--- src/rtl/fetch_controller.sv ---
// Fetch sequencer for instruction_memory_pc: steers the PC each cycle and hands
// fetched instructions to decode through a one-entry valid/ready slot.
module fetch_controller #(
    parameter int         IW       = 24,
    parameter int         IMM_W    = 8,
    parameter logic [3:0] OPC_BR   = 4'hA,
    parameter logic [3:0] OPC_BZ   = 4'hB,
    parameter logic [3:0] OPC_HALT = 4'hF,
    parameter int         TIMEOUT  = 16,
    parameter int         CNT_W    = 16
) (
    input  logic             CLK,
    input  logic             reset_n,
    input  logic             start,
    input  logic [IW-1:0]    instr,
    output logic             PCSrc,
    output logic [IMM_W-1:0] immediate,
    output logic [IW-1:0]    dec_instr,
    output logic             dec_valid,
    input  logic             dec_ready,
    input  logic             flag_valid,
    input  logic             zero_flag,
    output logic             halted,
    output logic             timeout_err,
    output logic [CNT_W-1:0] fetch_count
);

    localparam int WCW = (TIMEOUT > 1) ? $clog2(TIMEOUT) : 1;

    typedef enum logic [1:0] {
        IDLE,
        FETCH,
        WAIT_FLAG,
        HALT
    } state_t;

    state_t           state_reg, state_next;
    logic [IW-1:0]    dec_instr_reg;
    logic             dec_valid_reg, dec_valid_next;
    logic             timeout_reg, timeout_next;
    logic [CNT_W-1:0] count_reg;
    logic [WCW-1:0]   wait_cnt_reg, wait_cnt_next;
    logic             capture;
    logic             free;
    logic [3:0]       opcode;
    logic [IMM_W-1:0] offset;

    assign free   = !dec_valid_reg || dec_ready;
    assign opcode = instr[IW-1 -: 4];
    assign offset = instr[IMM_W-1:0];

    // Default every cycle is "hold": PCSrc=1 with a zero offset keeps the PC put.
    always_comb begin
        state_next    = state_reg;
        PCSrc         = 1'b1;
        immediate     = '0;
        capture       = 1'b0;
        wait_cnt_next = wait_cnt_reg;
        timeout_next  = timeout_reg;

        case (state_reg)
            IDLE: begin
                if (start) begin
                    state_next = FETCH;
                end
            end
            FETCH: begin
                if (free) begin
                    if (opcode == OPC_BR) begin
                        capture   = 1'b1;
                        immediate = offset;
                    end else if (opcode == OPC_HALT) begin
                        capture    = 1'b1;
                        state_next = HALT;
                    end else if (opcode == OPC_BZ) begin
                        wait_cnt_next = '0;
                        state_next    = WAIT_FLAG;
                    end else begin
                        capture = 1'b1;
                        PCSrc   = 1'b0;
                    end
                end
            end
            WAIT_FLAG: begin
                if (flag_valid) begin
                    // A flag seen while the slot is busy is simply re-sampled next cycle.
                    if (free) begin
                        capture    = 1'b1;
                        immediate  = zero_flag ? offset : IMM_W'(1);
                        state_next = FETCH;
                    end
                end else if (wait_cnt_reg == WCW'(TIMEOUT - 1)) begin
                    timeout_next = 1'b1;
                    state_next   = HALT;
                end else begin
                    wait_cnt_next = wait_cnt_reg + WCW'(1);
                end
            end
            HALT: begin
                if (start) begin
                    timeout_next = 1'b0;
                    PCSrc        = 1'b0;
                    state_next   = FETCH;
                end
            end
            default: begin
                state_next = IDLE;
            end
        endcase

        if (capture) begin
            dec_valid_next = 1'b1;
        end else if (dec_valid_reg && dec_ready) begin
            dec_valid_next = 1'b0;
        end else begin
            dec_valid_next = dec_valid_reg;
        end
    end

    always_ff @(posedge CLK or negedge reset_n) begin
        if (!reset_n) begin
            state_reg     <= IDLE;
            dec_instr_reg <= '0;
            dec_valid_reg <= 1'b0;
            timeout_reg   <= 1'b0;
            count_reg     <= '0;
            wait_cnt_reg  <= '0;
        end else begin
            state_reg     <= state_next;
            dec_valid_reg <= dec_valid_next;
            timeout_reg   <= timeout_next;
            wait_cnt_reg  <= wait_cnt_next;
            if (capture) begin
                dec_instr_reg <= instr;
                count_reg     <= count_reg + CNT_W'(1);
            end
        end
    end

    assign dec_instr   = dec_instr_reg;
    assign dec_valid   = dec_valid_reg;
    assign halted      = (state_reg == HALT);
    assign timeout_err = timeout_reg;
    assign fetch_count = count_reg;

endmodule

--- config.mk ---
export PLATFORM = sky130hd
export DESIGN_NAME = fetch_controller
export DESIGN_NICKNAME = d
export VERILOG_FILES = /design/src/rtl/fetch_controller.sv
export SDC_FILE = /design/constraint.sdc
export NUM_CORES = 1
export LEC_CHECK = 0
export CAP_MARGIN = 40
export CORE_MARGIN = 5
export CORE_UTILIZATION = 30
export DETAILED_ROUTE_END_ITERATION = 10
export PLACE_DENSITY = 0.55
export RECOVER_POWER = 50
export SETUP_SLACK_MARGIN = 0.5
export SLEW_MARGIN = 20
export SYNTH_ARGS = -nofsm -noshare
export SYNTH_HDL_FRONTEND = slang
export SYNTH_SLANG_ARGS = --single-unit
export TNS_END_PERCENT = 100
--- constraint.sdc ---
create_clock -name CLK -period 2.1 [get_ports CLK]
set_input_delay 0.21 -clock CLK [delete_from_list [all_inputs] [get_ports CLK]]
set_output_delay 0.21 -clock CLK [all_outputs]
set_load 0.01 [all_outputs]
==> out/metrics.yaml, run 1 <==
placement:
  io_buffers: 81
  finalWeightedCongestion: 0.911
  dpl.cell_count: 446
  dp_hpwl_um: 4880
  placedInstanceArea_mm2: 0.00356
timing:
  slew_headroom_pct: 18.0
  setup_viol: 0
  rsz0062_at_grt: "true"
  fmaxAchievable_mhz: 497
  clock_skew_ns: 0.00774
  worst_pin_slew_ns: 1.23
  final-max-slew-violation-count: 0
  min_period_ns: 2.01
  period_share_pct: 95.7
  fin_tns_setup_ns: 0
  hold_viol_final: 0
worst_setup_path:
  critical_path.n_buffers_inverters: 3
  crit_path_start_kind: "flop"
  crit_required_ns: 1.89
  crit_type: "flop to primary output"
  worst-path-max-fanout: 4
  arrival_ns: 1.80
  critPathMostFrequentCell: "buf_6"
  path_delay_family: "flip-flops"
  cp_slowest_cell: "dfrtp_1"
  crit_chain: "buf_6, ha_4, and3_4, o211a_4, buf_6, and2_4, buf_6"
  critPathCaptureType: "primary output"
  slowest_delay_ns: 0.41
synth:
  synth_nets: 282
  ys_ff_latch: 48
  yosys.cell_count.top_type: "nand2_1"
  ys_types: 35
  synth_edf_count: 0
  synth_cells: 246
  ys.flop_type: "dfrtp_1"
  synth_top_area_share_pct: 51.3
  yosysTopAreaCell: "dfrtp_1"
  postSynthAreaPerCell_um2: 9.52
  yosysSeqAreaShare_pct: 51.3
  synth-warning-count: 0
  async_flop_share_pct: 100
  synth_common_cells: "nand2_1 (89), dfrtp_1 (48), inv_1 (8), xor2_1 (8)"
  syn_area_mm2: 0.00234
  ys_top_cells_by_area: "dfrtp_1 (51%), nand2_1 (14%), ha_1 (3.2%)"
floorplan:
  ios: 82
  dieArea_mm2: 0.00967
  initial_core_util_pct: 30.6
  die_h_um: 98.3
  fp.dieW_um: 98.3
  core_mm2: 0.00765
  rows: 32
route:
  drtAntennaViolNets: 0
  wl_per_cell_um: 15.9
  dr.first_iter.drc_count: 50
  first_pass_iters: 4
  via_per_inst: 4.71
  vias: 2235
  drc: 0
  wl_um: 7570
global_route:
  grt_pass1_wl_um: 11200
  grt_pass1_vias: 2244
  antenna_found_initial: 0
  grt_max_degree: 29
  grt.overflow.total: 0
  track_usage_pct: 14.3
flow_run:
  drv_cap: 0
final_layout:
  largest_reg_flops: 24
  area_growth_pct: 85.4
  final_util_pct: 56.8
  drive_above_1_share_pct: 39.9
  postLayoutCellArea_mm2: 0.00434
  diodes: 0
  fin_nets: 408
  final_cells: 475
clock_tree:
  cts_root_buf: "clkbuf_8"
  worst_skew_pair.late_latency_ns: 0.30
  clkTransAtPathRegs_ns: 0.09
  cts_tree: "yes"
  cts-buffers-inserted: 5
  h-tree-depth: 2
  clock_path_buffers: 2
  clock-sinks: 48
outcome:
  outcome: "complete, no violations"
worst_hold_path:
  worstHoldPathType: "input pin to flop"
power_and_ir_drop:
  irDropWorstVdd_uv: 636
  power.density_mw_per_mm2: 1510
  p_leak_nw: 1.95
  p_total_mw: 6.57
[timing repair]
item,4_1_cts,5_1_grt
endpoints found under the setup margin,58,60
hold buffers,1,0
cloned,1,6
endpoints found under the hold margin,20,0
buffers inserted,10,3
pin swaps,13,57
gates resized for setup,59,97
[placed cells by master (no fill, tap or decap), types with 6 or more instances in the layout]
cell type        instances
dlygate4sd3_1           27
inv_1                    6
nor4_4                   8
buf_4                   23
xor2_1                   8
xnor2_1                  6
nand3_1                  7
nand2_2                 29
nand2_1                 46
nand2_4                 14
and2_4                   6
clkdlybuf4s50_1         43
buf_6                   16
dfrtp_1                 43
[path summary, 6_finish.rpt]
| kind | from | end | depth (start not counted) | slack [ns] |
|---|---|---|---|---|
| min in group asynchronous | reset_n | fetch_count[14] | 2 | 0.69 |
| min | instr[20] | dec_instr[20] | 3 | 0.31 |
| max reg2reg | state_reg[1] | fetch_count[12] | 8 | 0.12 |
| max in group asynchronous | reset_n | fetch_count[4] | 2 | 0.60 |
| max | state_reg[1] | immediate[2] | 7 | 0.09 |
| min reg2reg | fetch_count[15] | fetch_count[15] | 1 | 0.46 |
[tightest hold or removal path, cell delays in order]
cell and delay, ns:
dlymetal6s2s_1 0.21, nand2_1 0.10, nand2_1 0.05
[kinds of logic (layout without fill, tap and decap cells)]
group | Yosys count | in the layout | synth area share [%]
and+or+nand+nor | 139 | 139 | 28.4
DFF | 48 | 48 | 51.3
AOI/OAI and AO/OA | 16 | 16 | 5.40
buffers and inverters | 16 | 143 | 3.47
xor gates and xnor gates | 15 | 15 | 5.61
adders and majority gates | 6 | 6 | 3.21
muxes | 6 | 6 | 2.62
[routing by layer]
| metal | part of all wire [%] | track usage [%] |
|---|---|---|
| met1 | 43 | 18.5 |
| met2 | 50 | 23.9 |
| met3 | 4.0 | 2.86 |
| met4 | 2.8 | 4.62 |
| met5 | 0 | 0 |
[where the power goes]
part / switching [mW] / total [mW] / internal, mW
clock network: 0.327 / 0.563 / 0.237
logic: 2.01 / 4.34 / 2.33
registers: 0.356 / 1.67 / 1.31
[area by class of cell]
type,instances,area [µm²]
sequential,48,1210
tap,102,128
timing repair buffer,127,1370
multi-input combinational,182,1520
fill,678,3310
inverter,8,30.0
clock inverter,3,21.3
clock buffer,5,68.8
[stage by stage]
| stage | hold WS [ns] | setup WS, ns |
|---|---|---|
| floorplan | -0.0856 | 0.279 |
| global placement | 0.210 | -0.116 |
| detailed placement | 0.214 | -0.175 |
| CTS | 0.404 | 0.0779 |
| global route | 0.313 | 0.0154 |
| finish | 0.306 | 0.0894 |
Note: power is estimated with default switching activity, not from simulation.
==> run 2: changes to the inputs <==
--- a/config.mk
+++ b/config.mk
@@ -9,7 +9,6 @@
 export CORE_MARGIN = 5
 export CORE_UTILIZATION = 30
 export DETAILED_ROUTE_END_ITERATION = 10
-export PLACE_DENSITY = 0.55
 export RECOVER_POWER = 50
 export SETUP_SLACK_MARGIN = 0.5
 export SLEW_MARGIN = 20
==> run 2 against run 1 <==
Compared with the run above:
- clock skew increased by 0.0022 ns
- largest power group unchanged
- clock power decreased by 1%
- cell area decreased by 0.84%
- count of clock-buffer cells in the layout unchanged
- register-to-register slack about the same
- largest cell class unchanged
==> out/metrics.yaml, run 2 (same netlist as run 1, synthesis figures left out) <==
outcome:
  outcome: "complete, no violations"
route:
  vias: 2239
  drtAntennaViolNets: 0
  dr.first_iter.drc_count: 58
  first_pass_iters: 4
  wl_per_cell_um: 15.2
  via_per_inst: 4.65
  drc: 0
  wl_um: 7320
floorplan:
  core_mm2: 0.00765
  ios: 82
  die_h_um: 98.3
  initial_core_util_pct: 30.6
  rows: 32
  dieArea_mm2: 0.00967
  fp.dieW_um: 98.3
clock_tree:
  cts-buffers-inserted: 5
  cts_root_buf: "clkbuf_8"
  clock-sinks: 48
  cts_tree: "yes"
  clock_path_buffers: 2
  ctsHoldBuffers: 0
  clkTransAtPathRegs_ns: 0.10
  worst_skew_pair.late_latency_ns: 0.30
  h-tree-depth: 2
timing:
  setup_viol: 0
  slew_headroom_pct: 18.2
  min_period_ns: 2.01
  fmaxAchievable_mhz: 498
  clock_skew_ns: 0.00995
  period_share_pct: 95.6
  worst_slack_ns: 0.0915
  hold_viol_final: 0
  final-max-slew-violation-count: 0
  worst_pin_slew_ns: 1.23
  rsz0062_at_grt: "true"
  whs_ns: 0.215
  fin_tns_setup_ns: 0
final_layout:
  fin_nets: 415
  final_util_pct: 56.3
  drive_above_1_share_pct: 39.7
  largest_reg_flops: 24
  area_growth_pct: 83.9
  diodes: 0
  final_cells: 482
  layout_common_cells: "nand2_1 (50), dfrtp_1 (44), clkdlybuf4s50_1 (44), dlygate4sd3_1 (25), nand2_2 (24)"
  final_common_cell: "nand2_1"
global_route:
  track_usage_pct: 14.8
  grt_pass1_vias: 2298
  grt_pass1_wl_um: 11500
  grt_max_degree: 49
  grt.overflow.total: 0
  antenna_found_initial: 0
worst_setup_path:
  path_delay_family: "flip-flops"
  arrival_ns: 1.80
  crit_chain: "inv_2, ha_4, and3_4, o211a_4, buf_6, and2_1, buf_2"
  worst-path-max-fanout: 6
  crit_required_ns: 1.89
  crit_path_start_kind: "flop"
  cp_slowest_cell: "dfrtp_2"
  critPathCaptureType: "primary output"
  critical_path.n_buffers_inverters: 3
  crit_type: "flop to primary output"
  slowest_delay_ns: 0.43
power_and_ir_drop:
  p_leak_nw: 1.96
  power.density_mw_per_mm2: 1540
  irDropWorstVdd_uv: 793
placement:
  io_buffers: 81
  dp_hpwl_um: 4700
  place_ws_ns: -0.129
  dpl.cell_count: 445
  finalWeightedCongestion: 0.897
flow_run:
  drv_cap: 0
worst_hold_path:
  worstHoldPathType: "input pin to asynchronous set/reset pin"
-- run 2: worst paths after layout --
| path | from | to | slack, ns | cells past startpoint |
|---|---|---|---|---|
| max | state_reg[0] | immediate[6] | 0.09 | 7 |
| min | reset_n | fetch_count[15] | 0.22 | 2 |
| max reg2reg | state_reg[0] | fetch_count[12] | 0.12 | 8 |
| min reg2reg | fetch_count[15] | fetch_count[15] | 0.48 | 1 |
| max in group asynchronous | reset_n | fetch_count[2] | 1.03 | 2 |
| min in group CLK | instr[15] | dec_instr[15] | 0.43 | 3 |
-- run 2: final cells by class --
cell class / instances / area (µm²)
timing repair buffer: 133 / 1350
clock inverter: 3 / 18.8
multi-input combinational: 183 / 1500
tap: 102 / 128
fill: 687 / 3340
clock buffer: 5 / 68.8
sequential: 48 / 1210
inverter: 8 / 30.0
-- run 2: timing repair --
action                     CTS  global route
setup buffers               21             3
cloned                       3             2
pin swaps                   28            53
gates resized for setup     82            77
setup endpoints to repair   58            58
-- run 2: worst register-to-register path, delay by kind of cell (launching register included) --
kind	cells	cell delay [ns]
compound gates	1	0.48
flops	1	0.43
xor+xnor	1	0.18
fa+ha+maj	1	0.18
simple gates	2	0.27
buf+inv	3	0.35
-- run 2: power by group --
part           switching (mW)  total [mW]  internal, mW  leakage, nW
Sequential              0.347        1.65          1.31        0.565
Combinational            2.00        4.40          2.40         1.35
Clock                   0.324       0.557         0.233       0.0479
-- run 2: per-stage QoR --
stage / area (µm²) / total power [mW]
finish: 4300 / 6.61
global route: 4300 / 7.05
CTS: 3960 / 5.88
detailed placement: 3510 / 4.33
global placement: 3510 / 4.29
floorplan: 2460 / 3.08
-- run 2: layer usage --
metal  wire length [µm]  GRT usage (%)  share of wire, %
met5                  0              0                 0
met4                100           4.20               1.4
met2               3820           25.7                52
met1               3170           18.4                43
met3                233           3.50               3.2
==> edit 1, RTL diff (settings of run 1) <==
`IMM_W`: 8 -> 6.
--- a/src/rtl/fetch_controller.sv
+++ b/src/rtl/fetch_controller.sv
@@ -2,7 +2,7 @@
 // fetched instructions to decode through a one-entry valid/ready slot.
 module fetch_controller #(
     parameter int         IW       = 24,
-    parameter int         IMM_W    = 8,
+    parameter int         IMM_W    = 6,
     parameter logic [3:0] OPC_BR   = 4'hA,
     parameter logic [3:0] OPC_BZ   = 4'hB,
     parameter logic [3:0] OPC_HALT = 4'hF,
Ports: changed (resized immediate); port bits go from 82 to 80. The function was not compared with the original's and may differ.
==> edit 1 against run 1 <==
- routed wire length decreased by 12%
- critical endpoint unchanged
- setup slack improved by 23 ps
- combinational power shrank 11%
- synthesized area decreased by 0.64%
- critical path type unchanged
- synthesized cell count down 20%
- via count is 13% lower
- sequential power is 4% lower
- design area is 6.3% lower
- utilization shrank 3.6 points
- total power is 6.5% lower
- sequential share of layout area is 1.9 points higher
- sequential cell count is the same
==> edit 1: results (changes against run 1) <==
min_from: "fetch_count[15]"  # was instr[20]
leakagePower_uw: 0.00176  # was 0.00195 uW
worstMarginPinSlew_ps: 1400  # was 1230 ps
grt_pass1_vias: 2020  # was 2244
via_count: 1939  # was 2235
synthesis.nets: 233  # was 282
peakVddDrop_v: 0.000836  # was 0.000636 V
skew_ps: 14.6  # was 7.74 ps
io_buffers: 79  # was 81
fill_cells: 676  # was 678
ys_seq_area_share_pct: 51.6  # was 51.3%
dp_hpwl_um: 4320  # was 4880 um
grt_pass1_wl_um: 10400  # was 11200 um
crit_arrival_ps: 1780  # was 1800 ps
grt_max_degree: 27  # was 29
layout.nets: 353  # was 408
routed_wl_um: 6660  # was 7570 um
synthTopCellsByArea: "dfrtp_1 52%, mux2_2 12%, xnor2_1 5.3%"  # was dfrtp_1 51%, nand2_1 14%, ha_1 3.2%
drive_above_1_share_pct: 38.7  # was 39.9%
hold_path_depth: 1  # was 3
synthTopCellsByCount: "48 x dfrtp_1, 25 x mux2_2, 14 x inv_1, 14 x xnor2_1"  # was 89 x nand2_1, 48 x dfrtp_1, 8 x inv_1, 8 x xor2_1
wl_met2_um: 3350  # was 3780 um
wl_met1_um: 3000  # was 3280 um
track_usage_pct: 13.3  # was 14.3%
status: "finished clean"  # unchanged
wl_met3_um: 277  # was 301 um
hold_class: "reg -> reg"  # was in -> reg
routabilityCongestion: 0.786  # was 0.911
-- edit 1: final timing paths --
check / endpoint / slack, ps
worst max-delay path: immediate[2] / 110
worst min-delay path: fetch_count[15] / 470
worst min register to register: fetch_count[15] / 470
max in group asynchronous: fetch_count[2] / 420
worst max register to register: dec_instr[3] / 120
min in group asynchronous: fetch_count[4] / 740
-- edit 1: cells by family (layout without fill, tap and decap cells) --
kind of cell	after synthesis	count (layout)	share of synthesized area [%]
compound gates	15	15	5.59
xor+xnor	15	15	5.65
fa+ha+maj	6	6	3.23
buf+inv	20	141	4.89
flops	48	48	51.6
mux	31	31	14.7
simple gates	62	62	14.3
-- edit 1: final cells by class --
type                            count  area, sq um  share of cell area, %
Clock inverter                      3         42.5                   1.05
Tap cell                          102          128                   3.14
Inverter                           14         55.1                   1.35
Clock buffer                        5         68.8                   1.69
Sequential cell                    48         1210                   29.7
Timing Repair Buffer              119         1250                   30.8
Multi-Input combinational cell    129         1310                   32.3
-- edit 1: where the power goes --
part	switching, uW	internal (uW)	total [uW]
clock network	336	353	689
logic	1490	2370	3860
registers	282	1320	1600
total	2110	4040	6140
-- edit 1: layer usage --
metal / vias up / track usage, %
met4: 0 / 3.83
li1: 920 / -
met2: 50 / 21.9
met5: - / 0
met1: 965 / 17.3
met3: 4 / 3.50
-- edit 1: through the flow --
step	cells	hold WS, ps	area [sq um]	worst slack (ps)
6_report	420	474	4070	112
3_5_place_dp	386	249	3480	-93.1
2_1_floorplan	197	-85.6	2470	194
4_1_cts	409	431	3820	69.4
5_1_grt	420	502	4070	17.3
3_3_place_gp	386	247	3480	-86.0
-- edit 1: what timing repair did --
action,in CTS,in global routing
cloned,3,2
endpoints found under the setup margin,56,58
gates resized for setup,50,33
hold endpoints to repair,22,0
pin swaps,10,13
buffers inserted,11,9
hold buffers,1,0
==> edit 2, RTL diff (settings of run 1) <==
Made on the original files. The 4 states of `state_t` get a one-hot encoding in 4 bits.
--- a/src/rtl/fetch_controller.sv
+++ b/src/rtl/fetch_controller.sv
@@ -27,11 +27,11 @@
 
     localparam int WCW = (TIMEOUT > 1) ? $clog2(TIMEOUT) : 1;
 
-    typedef enum logic [1:0] {
-        IDLE,
-        FETCH,
-        WAIT_FLAG,
-        HALT
+    typedef enum logic [3:0] {
+        IDLE      = 4'b0001,
+        FETCH     = 4'b0010,
+        WAIT_FLAG = 4'b0100,
+        HALT      = 4'b1000
     } state_t;
 
     state_t           state_reg, state_next;
Behaviour: same outputs for any inputs over 10 cycles, from zero or initial values and one cycle with reset_n low; not proved beyond that.
==> edit 2 against run 1 <==
- the run now ends with setup timing left
- first-iteration DRC count rose by 46%
- routed wire length is 3.8% lower
- setup slack worse by 170 ps
- sequential cell count up 2
- maximum frequency is 7.6% lower
- design area increased by 3.9%
- sequential share of layout area up 0.060 points
- synthesized area up 10%
- clock skew decreased by 0.95 ps
- hold slack better by 120 ps
- total power decreased by 30%
- synthesized cell count fell by 15%
- global-route usage shrank 0.71 points
- cell count shrank 5.1%
- critical path type is now reg -> reg
==> edit 2: results (changes against run 1) <==
dp_hpwl_um: 4790  # was 4880 um
status: "complete, but fails checks"  # was finished clean
fill_cells: 696  # was 678
peakVddDrop_v: 0.000532  # was 0.000636 V
synth.distinct_cells: 49  # was 35
r2r_start: "state_reg[1]"  # unchanged
worstMarginPinSlew_ps: 654  # was 1230 ps
via_count: 2185  # was 2235
insertion_delay_ps: 310
ys_warn_count: 0  # unchanged
grt_max_degree: 26  # was 29
skew_ps: 6.79  # was 7.74 ps
max_stage_delay_ps: 580  # was 410 ps
reg2reg_to: "dec_instr[6]"  # was fetch_count[12]
crit_arrival_ps: 2370  # was 1800 ps
swShare_pct: 32.4  # was 41.0%
synthTopCellsByCount: "49 x dfrtp_1, 19 x mux2_4, 15 x xor2_1, 13 x nand3_1"  # was 89 x nand2_1, 48 x dfrtp_1, 8 x inv_1, 8 x xor2_1
routabilityCongestion: 0.860  # was 0.911
synthesis.nets: 242  # was 282
drive_above_1_share_pct: 44.2  # was 39.9%
wl_per_cell_um: 16.1  # was 15.9 um
worst-path-max-fanout: 8  # was 4
grt_pass1_wl_um: 11300  # was 11200 um
leakagePower_uw: 0.00197  # was 0.00195 uW
cts_made_buffers: 5  # unchanged
hold_class: "in -> async"  # was in -> reg
crit_slowest_cell: "or4b_4"  # was dfrtp_1
fin_ws_ps: -75.8  # was 89.4 ps
drtIter0Drc: 73  # was 50
setup_viol: 31  # was 0
track_usage_pct: 13.6  # was 14.3%
ys_seq_area_share_pct: 48.5  # was 51.3%
violations: "setup timing"
reg2reg_depth: 7  # was 8
drt-pass1-iter-count: 4  # unchanged
pre_cts_ws_ps: -423  # was -175 ps
layout.nets: 377  # was 408
synthTopCellsByArea: "dfrtp_1 47%, mux2_4 11%, xor2_1 5.1%"  # was dfrtp_1 51%, nand2_1 14%, ha_1 3.2%
crit_family: "simple AND/OR/NAND/NOR gates"  # was flip-flops
-- edit 2: kinds of logic (layout without fill, tap and decap cells) --
| family | Yosys count | in the layout | share of synthesized area, % |
|---|---|---|---|
| multiplexers | 25 | 25 | 13.6 |
| buffers and inverters | 17 | 153 | 4.36 |
| XOR/XNOR | 18 | 18 | 6.10 |
| AO/OA/AOI/OAI | 25 | 25 | 7.12 |
| AND/OR/NAND/NOR | 73 | 73 | 19.3 |
| adder cells (fa/ha/maj) | 2 | 2 | 0.969 |
| flip-flops | 50 | 50 | 48.5 |
-- edit 2: what timing repair did --
action,CTS,global route
buffers inserted,15,12
endpoints found under the hold margin,12,0
gates resized for setup,117,23
hold buffers,1,0
pin swaps,36,29
setup endpoints to repair,58,62
gates cloned,5,0
-- edit 2: area by class of cell --
| type | instances | area [sq um] | area share [%] |
|---|---|---|---|
| clock inverter | 1 | 8.76 | 0.194 |
| clock buffer | 7 | 96.3 | 2.14 |
| tap | 105 | 131 | 2.91 |
| timing repair buffer | 139 | 1460 | 32.3 |
| multi-input combinational | 143 | 1540 | 34.1 |
| inverter | 6 | 22.5 | 0.499 |
| sequential | 50 | 1260 | 27.9 |
-- edit 2: power groups by stage --
stage / Combinational (uW) / Sequential (uW) / Clock (uW)
global route: 2570 / 1570 / 693
finish: 2440 / 1520 / 643
CTS: 2360 / 1520 / 660
floorplan: 881 / 1630 / 0
global placement: 1890 / 1500 / 0
detailed placement: 1900 / 1510 / 0
-- edit 2: per-stage QoR --
stage	area [sq um]	setup TNS [ps]	total power (uW)	std cells	hold WS [ps]
floorplan	2640	-1870	2510	210	-85.6
global placement	3680	-3180	3390	409	365
detailed placement	3700	-3340	3410	410	121
CTS	4360	-1630	4530	439	314
global route	4510	-4210	4830	451	493
finish	4510	-1610	4600	451	426
-- edit 2: how the worst max path moves through the flow --
stage | to | cells after the start | slack (ps)
floorplan | dec_instr[10] | 7 | -100
global placement | immediate[1] | 6 | -400
detailed placement | immediate[6] | 6 | -420
CTS | immediate[6] | 6 | -90
global route | dec_instr[23] | 7 | -150
finish | dec_instr[6] | 7 | -80
-- edit 2: per-layer routing --
layer	GRT usage (%)	routed length (um)	up-vias
li1	-	-	1038
met1	18.6	3270	1090
met2	22.4	3590	53
met3	2.57	364	4
met4	2.99	48	0
met5	0	0	-
